[config.mk]
export PLATFORM = sky130hd
export DESIGN_NAME = alu_cc_flat
export DESIGN_NICKNAME = d
export VERILOG_FILES = /design/src/rtl/alu_cc_if.sv /design/src/rtl/alu_cc.sv /design/src/flat_wrapper.sv
export SDC_FILE = /design/constraint.sdc
export NUM_CORES = 1
export LEC_CHECK = 0
export ABC_AREA = 1
export CORE_MARGIN = 2
export CORE_UTILIZATION = 55
export DETAILED_ROUTE_END_ITERATION = 16
export PLACE_DENSITY = 0.77
export SYNTH_ARGS = -nofsm -noshare
export SYNTH_HDL_FRONTEND = slang
export SYNTH_SLANG_ARGS = --single-unit
[constraint.sdc]
create_clock -name clk -period 1 [get_ports clk]
set_clock_uncertainty 0.15 [all_clocks]
set_input_delay 0.1 -clock clk [delete_from_list [all_inputs] [get_ports clk]]
set_output_delay 0.1 -clock clk [all_outputs]
set_load 0.05 [all_outputs]
[src/rtl/alu_cc_if.sv]
// alu_cc_if: operand/result bundle between the operand muxes and the ALU.
//   op    - SPARC V8 op3 operation code
//   a, b  - rs1 operand and rs2/simm13 operand (already sign-extended)
//   Cin   - PSR icc.C, consumed only by the ADDX/SUBX family
//   res   - registered result
//   N/Z/V/C - registered integer condition codes
// master: the operand side (drives op/a/b/Cin, observes result and flags)
// slave : the ALU (consumes op/a/b/Cin, drives result and flags)
interface alu_cc_if #(
    parameter int WIDTH = 32
);
    logic [5:0]       op;
    logic [WIDTH-1:0] a;
    logic [WIDTH-1:0] b;
    logic             Cin;
    logic [WIDTH-1:0] res;
    logic             N;
    logic             Z;
    logic             V;
    logic             C;

    modport master (
        output op, a, b, Cin,
        input  res, N, Z, V, C
    );

    modport slave (
        input  op, a, b, Cin,
        output res, N, Z, V, C
    );
endinterface

[src/rtl/alu_cc.sv]
// alu_cc: SPARC V8 integer ALU with registered result and icc flags.
//   clk   - rising-edge clock
//   reset - asynchronous, active-high; clears result and all flags
//   bus   - alu_cc_if slave: op/a/b/Cin in, res/N/Z/V/C out
// One operation per cycle, one-cycle latency. Flags change only on the
// cc forms (op[5:4] = 01) of listed operations; everything else holds them.
module alu_cc #(
    parameter int WIDTH = 32
) (
    input  logic     clk,
    input  logic     reset,
    alu_cc_if.slave  bus
);
    logic [5:0]       op;
    logic [WIDTH-1:0] a;
    logic [WIDTH-1:0] b;
    logic [4:0]       shamt;
    logic             cin_eff;

    assign op    = bus.op;
    assign a     = bus.a;
    assign b     = bus.b;
    assign shamt = b[4:0];

    // op3 bit 3 marks the ADDX/SUBX forms; every other op sees carry-in 0.
    assign cin_eff = op[3] & bus.Cin;

    // One extra bit on the left captures carry-out (add) or borrow (sub).
    logic [WIDTH:0] add_full;
    logic [WIDTH:0] sub_full;
    logic           add_v;
    logic           sub_v;

    assign add_full = {1'b0, a} + {1'b0, b} + {{WIDTH{1'b0}}, cin_eff};
    assign sub_full = {1'b0, a} - {1'b0, b} - {{WIDTH{1'b0}}, cin_eff};
    assign add_v = (a[WIDTH-1] == b[WIDTH-1]) && (add_full[WIDTH-1] != a[WIDTH-1]);
    assign sub_v = (a[WIDTH-1] != b[WIDTH-1]) && (sub_full[WIDTH-1] != a[WIDTH-1]);

    logic [WIDTH-1:0] res_reg, res_next;
    logic             n_reg, n_next;
    logic             z_reg, z_next;
    logic             v_reg, v_next;
    logic             c_reg, c_next;
    logic             op_valid;
    logic             v_calc;
    logic             c_calc;

    always_comb begin
        res_next = '0;
        op_valid = 1'b0;
        v_calc   = 1'b0;
        c_calc   = 1'b0;
        n_next   = n_reg;
        z_next   = z_reg;
        v_next   = v_reg;
        c_next   = c_reg;

        unique case (op[5:4])
            2'b00, 2'b01: begin
                op_valid = 1'b1;
                case (op[3:0])
                    4'h0, 4'h8: begin
                        res_next = add_full[WIDTH-1:0];
                        v_calc   = add_v;
                        c_calc   = add_full[WIDTH];
                    end
                    4'h4, 4'hC: begin
                        res_next = sub_full[WIDTH-1:0];
                        v_calc   = sub_v;
                        c_calc   = sub_full[WIDTH];
                    end
                    4'h1:    res_next = a & b;
                    4'h2:    res_next = a | b;
                    4'h3:    res_next = a ^ b;
                    4'h5:    res_next = a & ~b;
                    4'h6:    res_next = a | ~b;
                    4'h7:    res_next = ~(a ^ b);
                    default: op_valid = 1'b0;
                endcase
            end
            2'b10: begin
                case (op[3:0])
                    4'h5:    res_next = a << shamt;
                    4'h6:    res_next = a >> shamt;
                    4'h7:    res_next = $signed(a) >>> shamt;
                    default: res_next = '0;
                endcase
            end
            default: res_next = '0;
        endcase

        // Unlisted codes in the cc range leave the flags alone.
        if (op_valid && (op[5:4] == 2'b01)) begin
            n_next = res_next[WIDTH-1];
            z_next = (res_next == '0);
            v_next = v_calc;
            c_next = c_calc;
        end
    end

    always_ff @(posedge clk or posedge reset) begin
        if (reset) begin
            res_reg <= '0;
            n_reg   <= 1'b0;
            z_reg   <= 1'b0;
            v_reg   <= 1'b0;
            c_reg   <= 1'b0;
        end else begin
            res_reg <= res_next;
            n_reg   <= n_next;
            z_reg   <= z_next;
            v_reg   <= v_next;
            c_reg   <= c_next;
        end
    end

    assign bus.res = res_reg;
    assign bus.N   = n_reg;
    assign bus.Z   = z_reg;
    assign bus.V   = v_reg;
    assign bus.C   = c_reg;
endmodule

[src/flat_wrapper.sv]
// flat-port wrapper written by rule: the top's interface ports become plain ports
module alu_cc_flat 
#(
    parameter int WIDTH = 32
)
  (clk, reset, bus_op, bus_a, bus_b, bus_Cin, bus_res, bus_N, bus_Z, bus_V, bus_C);
  alu_cc_if #(.WIDTH(WIDTH)) bus_i ();
  input  logic clk;
  input  logic reset;
  input wire logic [$bits(bus_i.op)-1:0] bus_op;
  input wire logic [$bits(bus_i.a)-1:0] bus_a;
  input wire logic [$bits(bus_i.b)-1:0] bus_b;
  input wire logic [$bits(bus_i.Cin)-1:0] bus_Cin;
  output wire logic [$bits(bus_i.res)-1:0] bus_res;
  output wire logic [$bits(bus_i.N)-1:0] bus_N;
  output wire logic [$bits(bus_i.Z)-1:0] bus_Z;
  output wire logic [$bits(bus_i.V)-1:0] bus_V;
  output wire logic [$bits(bus_i.C)-1:0] bus_C;
  assign bus_i.op = bus_op;
  assign bus_i.a = bus_a;
  assign bus_i.b = bus_b;
  assign bus_i.Cin = bus_Cin;
  assign bus_res = bus_i.res;
  assign bus_N = bus_i.N;
  assign bus_Z = bus_i.Z;
  assign bus_V = bus_i.V;
  assign bus_C = bus_i.C;
  alu_cc #(.WIDTH(WIDTH)) u_core (.clk(clk), .reset(reset), .bus(bus_i));
endmodule
==> reports/results.tsv, run 1 <==
stage	metric	value	unit
synth	syn-cell-area	12100	sq um
synth	syn_nets	2564	
place	port_buffers	108	
floorplan	num_io_pins	109	
place	dpl_cell_area	17600	sq um
synth	ys.flop_type	dfrtp_1	
synth	synth_cell_types	44	
outcome	status	aborted with a tool error	
place	dp_hpwl	51.1	mm
synth	syn_inst	2393	
clock_tree	cts-root-buf	clkbuf_16	
clock_tree	cts_max_level	2	
place	routabilityCongestion	1.23	
place	place_worst_setup_slack	-2.63	ns
floorplan	rows	54	
outcome	failed_stage	global routing	
global_route	grt_usage	87.7	%
synth	synth_edf_count	0	
synth	ys_warn_count	0	
floorplan	die_height	152	microns
outcome	stop_error	[ERROR GRT-0116] Global routing finished with congestion. Check the congestion regions in the DRC Viewer.	
synth	synth-seq-cells	36	
global_route	grt_max_degree	68	
synth	async_reset_ff_share	100	%
floorplan	die_w	152	microns
global_route	grt_pass1_vias	26300	
floorplan	initial_core_util	55.7	%
synth	yosysSeqAreaShare	7.45	%
synth	syn_avg_cell_area	5.05	sq um
clock_tree	clockBufferDepth	2	
clock_tree	cts_num_sinks	36	
global_route	grt_pass1_wl	163	mm
clock_tree	cts_buffers	5	
global_route	grt_overflow	399	
## cell usage after synthesis, drive strengths merged, types with 4 or more instances
cell / instances / area (sq um)
nand2: 885 / 3330
or2: 5 / 31.3
o211ai: 12 / 90.1
a21oi: 93 / 465
nor3: 15 / 80.1
ha: 94 / 1180
nand4: 26 / 163
inv: 351 / 1320
dfrtp: 36 / 901
nand3b: 8 / 60.1
o21ai: 113 / 566
buf: 57 / 300
clkbuf: 23 / 86.3
a211oi: 18 / 135
xor2: 29 / 254
nor2: 171 / 674
nand3: 413 / 2080
o21a: 8 / 60.1
fa: 4 / 80.1
and2: 8 / 50.1
o21bai: 5 / 37.5
## metrics by stage
stage	setup TNS (ns)	instances	hold slack [ns]
floorplan	-36.59	2393	-0.0966
global placement	-70.82	3172	0.347
detailed placement	-75.30	3172	0.357
CTS	-47.09	3223	0.0805
## what timing repair did
| item | 4_1_cts |
|---|---|
| pin swaps | 146 |
| cloned | 1 |
| endpoints found under the setup margin | 72 |
| setup buffers | 44 |
| hold buffers | 0 |
| resized for setup | 598 |
## per-layer routing
layer | overflow | global-route usage [%]
met1 | 10 | 86.4
met4 | 156 | 91.5
met3 | 20 | 75.9
met5 | 5 | 43.9
met2 | 208 | 101
## kinds of logic after synthesis
kind of cell	Yosys count	share of synthesized area, %
AND/OR/NAND/NOR	1531	53.5
buffers and inverters	431	14.1
AO/OA/AOI/OAI	263	12.0
adder cells (fa/ha/maj)	98	10.4
flip-flops	36	7.45
XOR/XNOR	32	2.32
multiplexers	2	0.166
==> run 2, diff against run 1 <==
--- a/config.mk
+++ b/config.mk
@@ -7,9 +7,9 @@
 export LEC_CHECK = 0
 export ABC_AREA = 1
 export CORE_MARGIN = 2
-export CORE_UTILIZATION = 55
+export CORE_UTILIZATION = 40
 export DETAILED_ROUTE_END_ITERATION = 16
-export PLACE_DENSITY = 0.77
+export PLACE_DENSITY_LB_ADDON = 0.15
 export SYNTH_ARGS = -nofsm -noshare
 export SYNTH_HDL_FRONTEND = slang
 export SYNTH_SLANG_ARGS = --single-unit
==> constraint.sdc (replaced) <==
create_clock -name clk -period 1.3 [get_ports clk]
set_clock_uncertainty 0.15 [all_clocks]
set_input_delay 0.13 -clock clk [delete_from_list [all_inputs] [get_ports clk]]
set_output_delay 0.13 -clock clk [all_outputs]
set_load 0.05 [all_outputs]
==> run 2 against run 1 <==
The flow now finishes, with violations (setup timing); synthesized cell count stayed put; area after synthesis unchanged.
==> reports/results.tsv, run 2 <==
stage	metric	value	unit
worst_setup_path	crit_buf_inv	4	
cells_and_area	final_layout_size_suffix_gt1_share	38.7	%
global_route	antenna_found_initial	4	
drt	wl_per_cell	22.1	microns
place	dp_hpwl	57.7	mm
clock_tree	cts_num_sinks	36	
worst_setup_path	path_common_cell	nand2_4	
worst_setup_path	cp_slowest_cell	fa_2	
flow_run	drv_cap	0	
sta	slew_headroom	64.6	%
drt	vias_per_cell	5.92	
global_route	grt_pass1_wl	107	mm
synth	synth-seq-cells	36	
outcome	violations	setup timing	
floorplan	fp.dieArea	31600	sq um
sta	post-route-min-period	2.82	ns
synth	syn_nets	2564	
synth	ys_top_cells_by_area	nand2_1 27%, nand3_1 17%, inv_1 11%, ha_1 9.7%, dfrtp_1 7.5%	
synth	synth_edf_count	0	
worst_setup_path	critPathKind	in2reg	
global_route	grt_max_degree	49	
global_route	grt_overflow	0	
synth	yosysTopAreaCellShare	27.4	%
drt	firstDrtPassIters	9	
sta	tightest_slew	0.528	ns
cells_and_area	fin_util	71.1	%
global_route	grt_usage	44.8	%
synth	synth_top_cell_by_area	nand2_1	
sta	tns	-40.26	ns
synth	ys_warn_count	0	
clock_tree	cts-root-buf	clkbuf_16	
cells_and_area	layout_common_cells	725 x nand2_1, 531 x buf_4, 340 x nand3_1	
worst_setup_path	cp.arrival	2.89	ns
floorplan	die_w	178	microns
sta	max_freq	0.354	GHz
power	p_per_area	652	nW/um^2
worst_setup_path	path_delay_family	simple AND/OR/NAND/NOR gates	
floorplan	core	29700	sq um
cells_and_area	largest_reg_flops	32	
clock_tree	cts_max_level	2	
drt	drc	0	
synth	syn_inst	2393	
floorplan	initial_core_util	40.7	%
sta	final-hold-violation-count	0	
worst_setup_path	cp-end-kind	flip-flop	
synth	synthMostInstantiatedCell	nand2_1	
sta	final-setup-viol-count	36	
floorplan	die_height	178	microns
synth	syn-cell-area	12100	sq um
synth	async_reset_ff_share	100	%
place	dp_cells	3360	
clock_tree	clkTransAtPathRegs	0.06	ns
cells_and_area	area_growth	74.8	%
sta	maxSlewViolCount	0	
clock_tree	cts_buffers	5	
drt	drtAntennaViolNets	0	
worst_setup_path	max_stage_delay	0.55	ns
sta	worst_slack	-1.52	ns
worst_hold_path	hold_class	in2async	
clock_tree	cts_tree	yes	
place	routabilityCongestion	1.11	
power	p_leak	11.1	nW
clock_tree	insertion_delay	0.27	ns
sta	rsz0062_at_grt	true	
worst_setup_path	worst_setup_path_start_kind	input pin	
cells_and_area	final_cell_area	21100	sq um
power	vdd_drop_max	0.450	mV
synth	synth_cell_types	44	
synth	ys.flop_type	dfrtp_1	
drt	drt_first_iter_violations	2833	
cells_and_area	layout.nets	3197	
drt	wirelength	75.6	mm
synth	yosys-top-cells-count	881 x nand2_1, 411 x nand3_1, 340 x inv_1, 164 x nor2_1, 100 x o21ai_0	
cells_and_area	layout.cells.non_filler	3419	
worst_setup_path	cp.required	1.37	ns
cells_and_area	mostFrequentLayoutCell	nand2_1	
sta	min_period_over_period	217	%
worst_setup_path	path_max_fanout	4	
synth	yosysSeqAreaShare	7.45	%
floorplan	num_io_pins	109	
place	port_buffers	108	
drt	num_vias	20200	
worst_setup_path	crit_chain	buf_12 -> buf_4 -> fa_2 -> inv_2 -> ha_4 -> inv_2 -> nand2_4 -> nand2_4 -> nand2_4 -> o21ai_2 -> a21oi_1 -> nor2_1 -> nand3_1 -> nand2_2 -> nand2_4 -> nor2_2 -> nand3_2 -> nor2_2 -> nand3_1 -> nor2_1 -> nand2_1 -> nand2_1	
place	dpl_cell_area	18300	sq um
floorplan	rows	63	
clock_tree	clockBufferDepth	2	
outcome	status	complete, but fails checks	
global_route	grt_pass1_vias	18700	
synth	syn_avg_cell_area	5.05	sq um
-- run 2: cell counts after synthesis --
Identical to the previous run, type by type.
-- run 2: path summary, 6_finish.rpt --
path / startpoint / endpoint / slack (ns) / depth (start not counted)
max: bus_b[0] / u_core.bus.Z / -1.52 / 22
min: reset / u_core.bus.res[7] / 0.06 / 3
max reg2reg: u_core.bus.Z / u_core.bus.Z / 0.42 / 2
min reg2reg: u_core.bus.C / u_core.bus.C / 0.41 / 2
max in group asynchronous: reset / u_core.bus.V / 0.75 / 3
min in group clk: u_core.bus.C / u_core.bus.C / 0.41 / 2
-- run 2: what timing repair did --
item,4_1_cts,5_1_grt
pin swaps,112,94
gates cloned,0,2
hold buffers,0,0
buffers inserted,43,18
gates resized for setup,539,203
endpoints found under the setup margin,36,36
-- run 2: stage by stage --
stage          setup slack (ns)  hold slack [ns]  total power [mW]
6_report                  -1.52           0.0632              13.8
4_1_cts                   -1.32           0.0704              12.6
3_3_place_gp              -2.36            0.347              10.1
5_1_grt                   -1.52           0.0894              14.4
3_5_place_dp              -2.35            0.362              10.2
2_1_floorplan             -1.19           0.0906              5.69
-- run 2: per-layer routing --
metal  up-vias  wire length, microns  share of wire [%]  global-route usage, %
li1       8947                     -                  -                      -
met1      9137                 28400                 38                   58.5
met2      1692                 30100                 40                   65.7
met3       447                 10600                 14                   11.4
met4         4                  6420                8.5                   27.0
met5         -                    23              0.030                      0
-- run 2: cell type report --
type,instances,area (sq um)
inverters,351,1340
flip-flops and latches,36,901
diodes,2,5.00
fillers,2475,8590
repair buffers,706,6310
clock inverters,1,7.51
multi-input cells,1926,11900
well taps,390,488
clock buffers,7,143
-- run 2: report_power, final --
| part | switching [mW] | total, mW | internal (mW) |
|---|---|---|---|
| logic | 6.46 | 11.2 | 4.77 |
| clock network | 0.447 | 1.21 | 0.763 |
| registers | 0.0979 | 1.33 | 1.23 |
| total | 7.01 | 13.8 | 6.77 |
-- run 2: cell families after synthesis --
family / synth area share (%)
AND/OR/NAND/NOR: 53.5
adder cells (fa/ha/maj): 10.4
multiplexers: 0.166
AO/OA/AOI/OAI: 12.0
buffers and inverters: 14.1
XOR/XNOR: 2.32
flip-flops: 7.45
-- run 2: tightest hold or removal path, cell delays in order --
cell and delay [ns]:
clkdlybuf4s50_1 0.39, inv_1 0.10, buf_12 0.23
(Power assumes the default switching activity.)
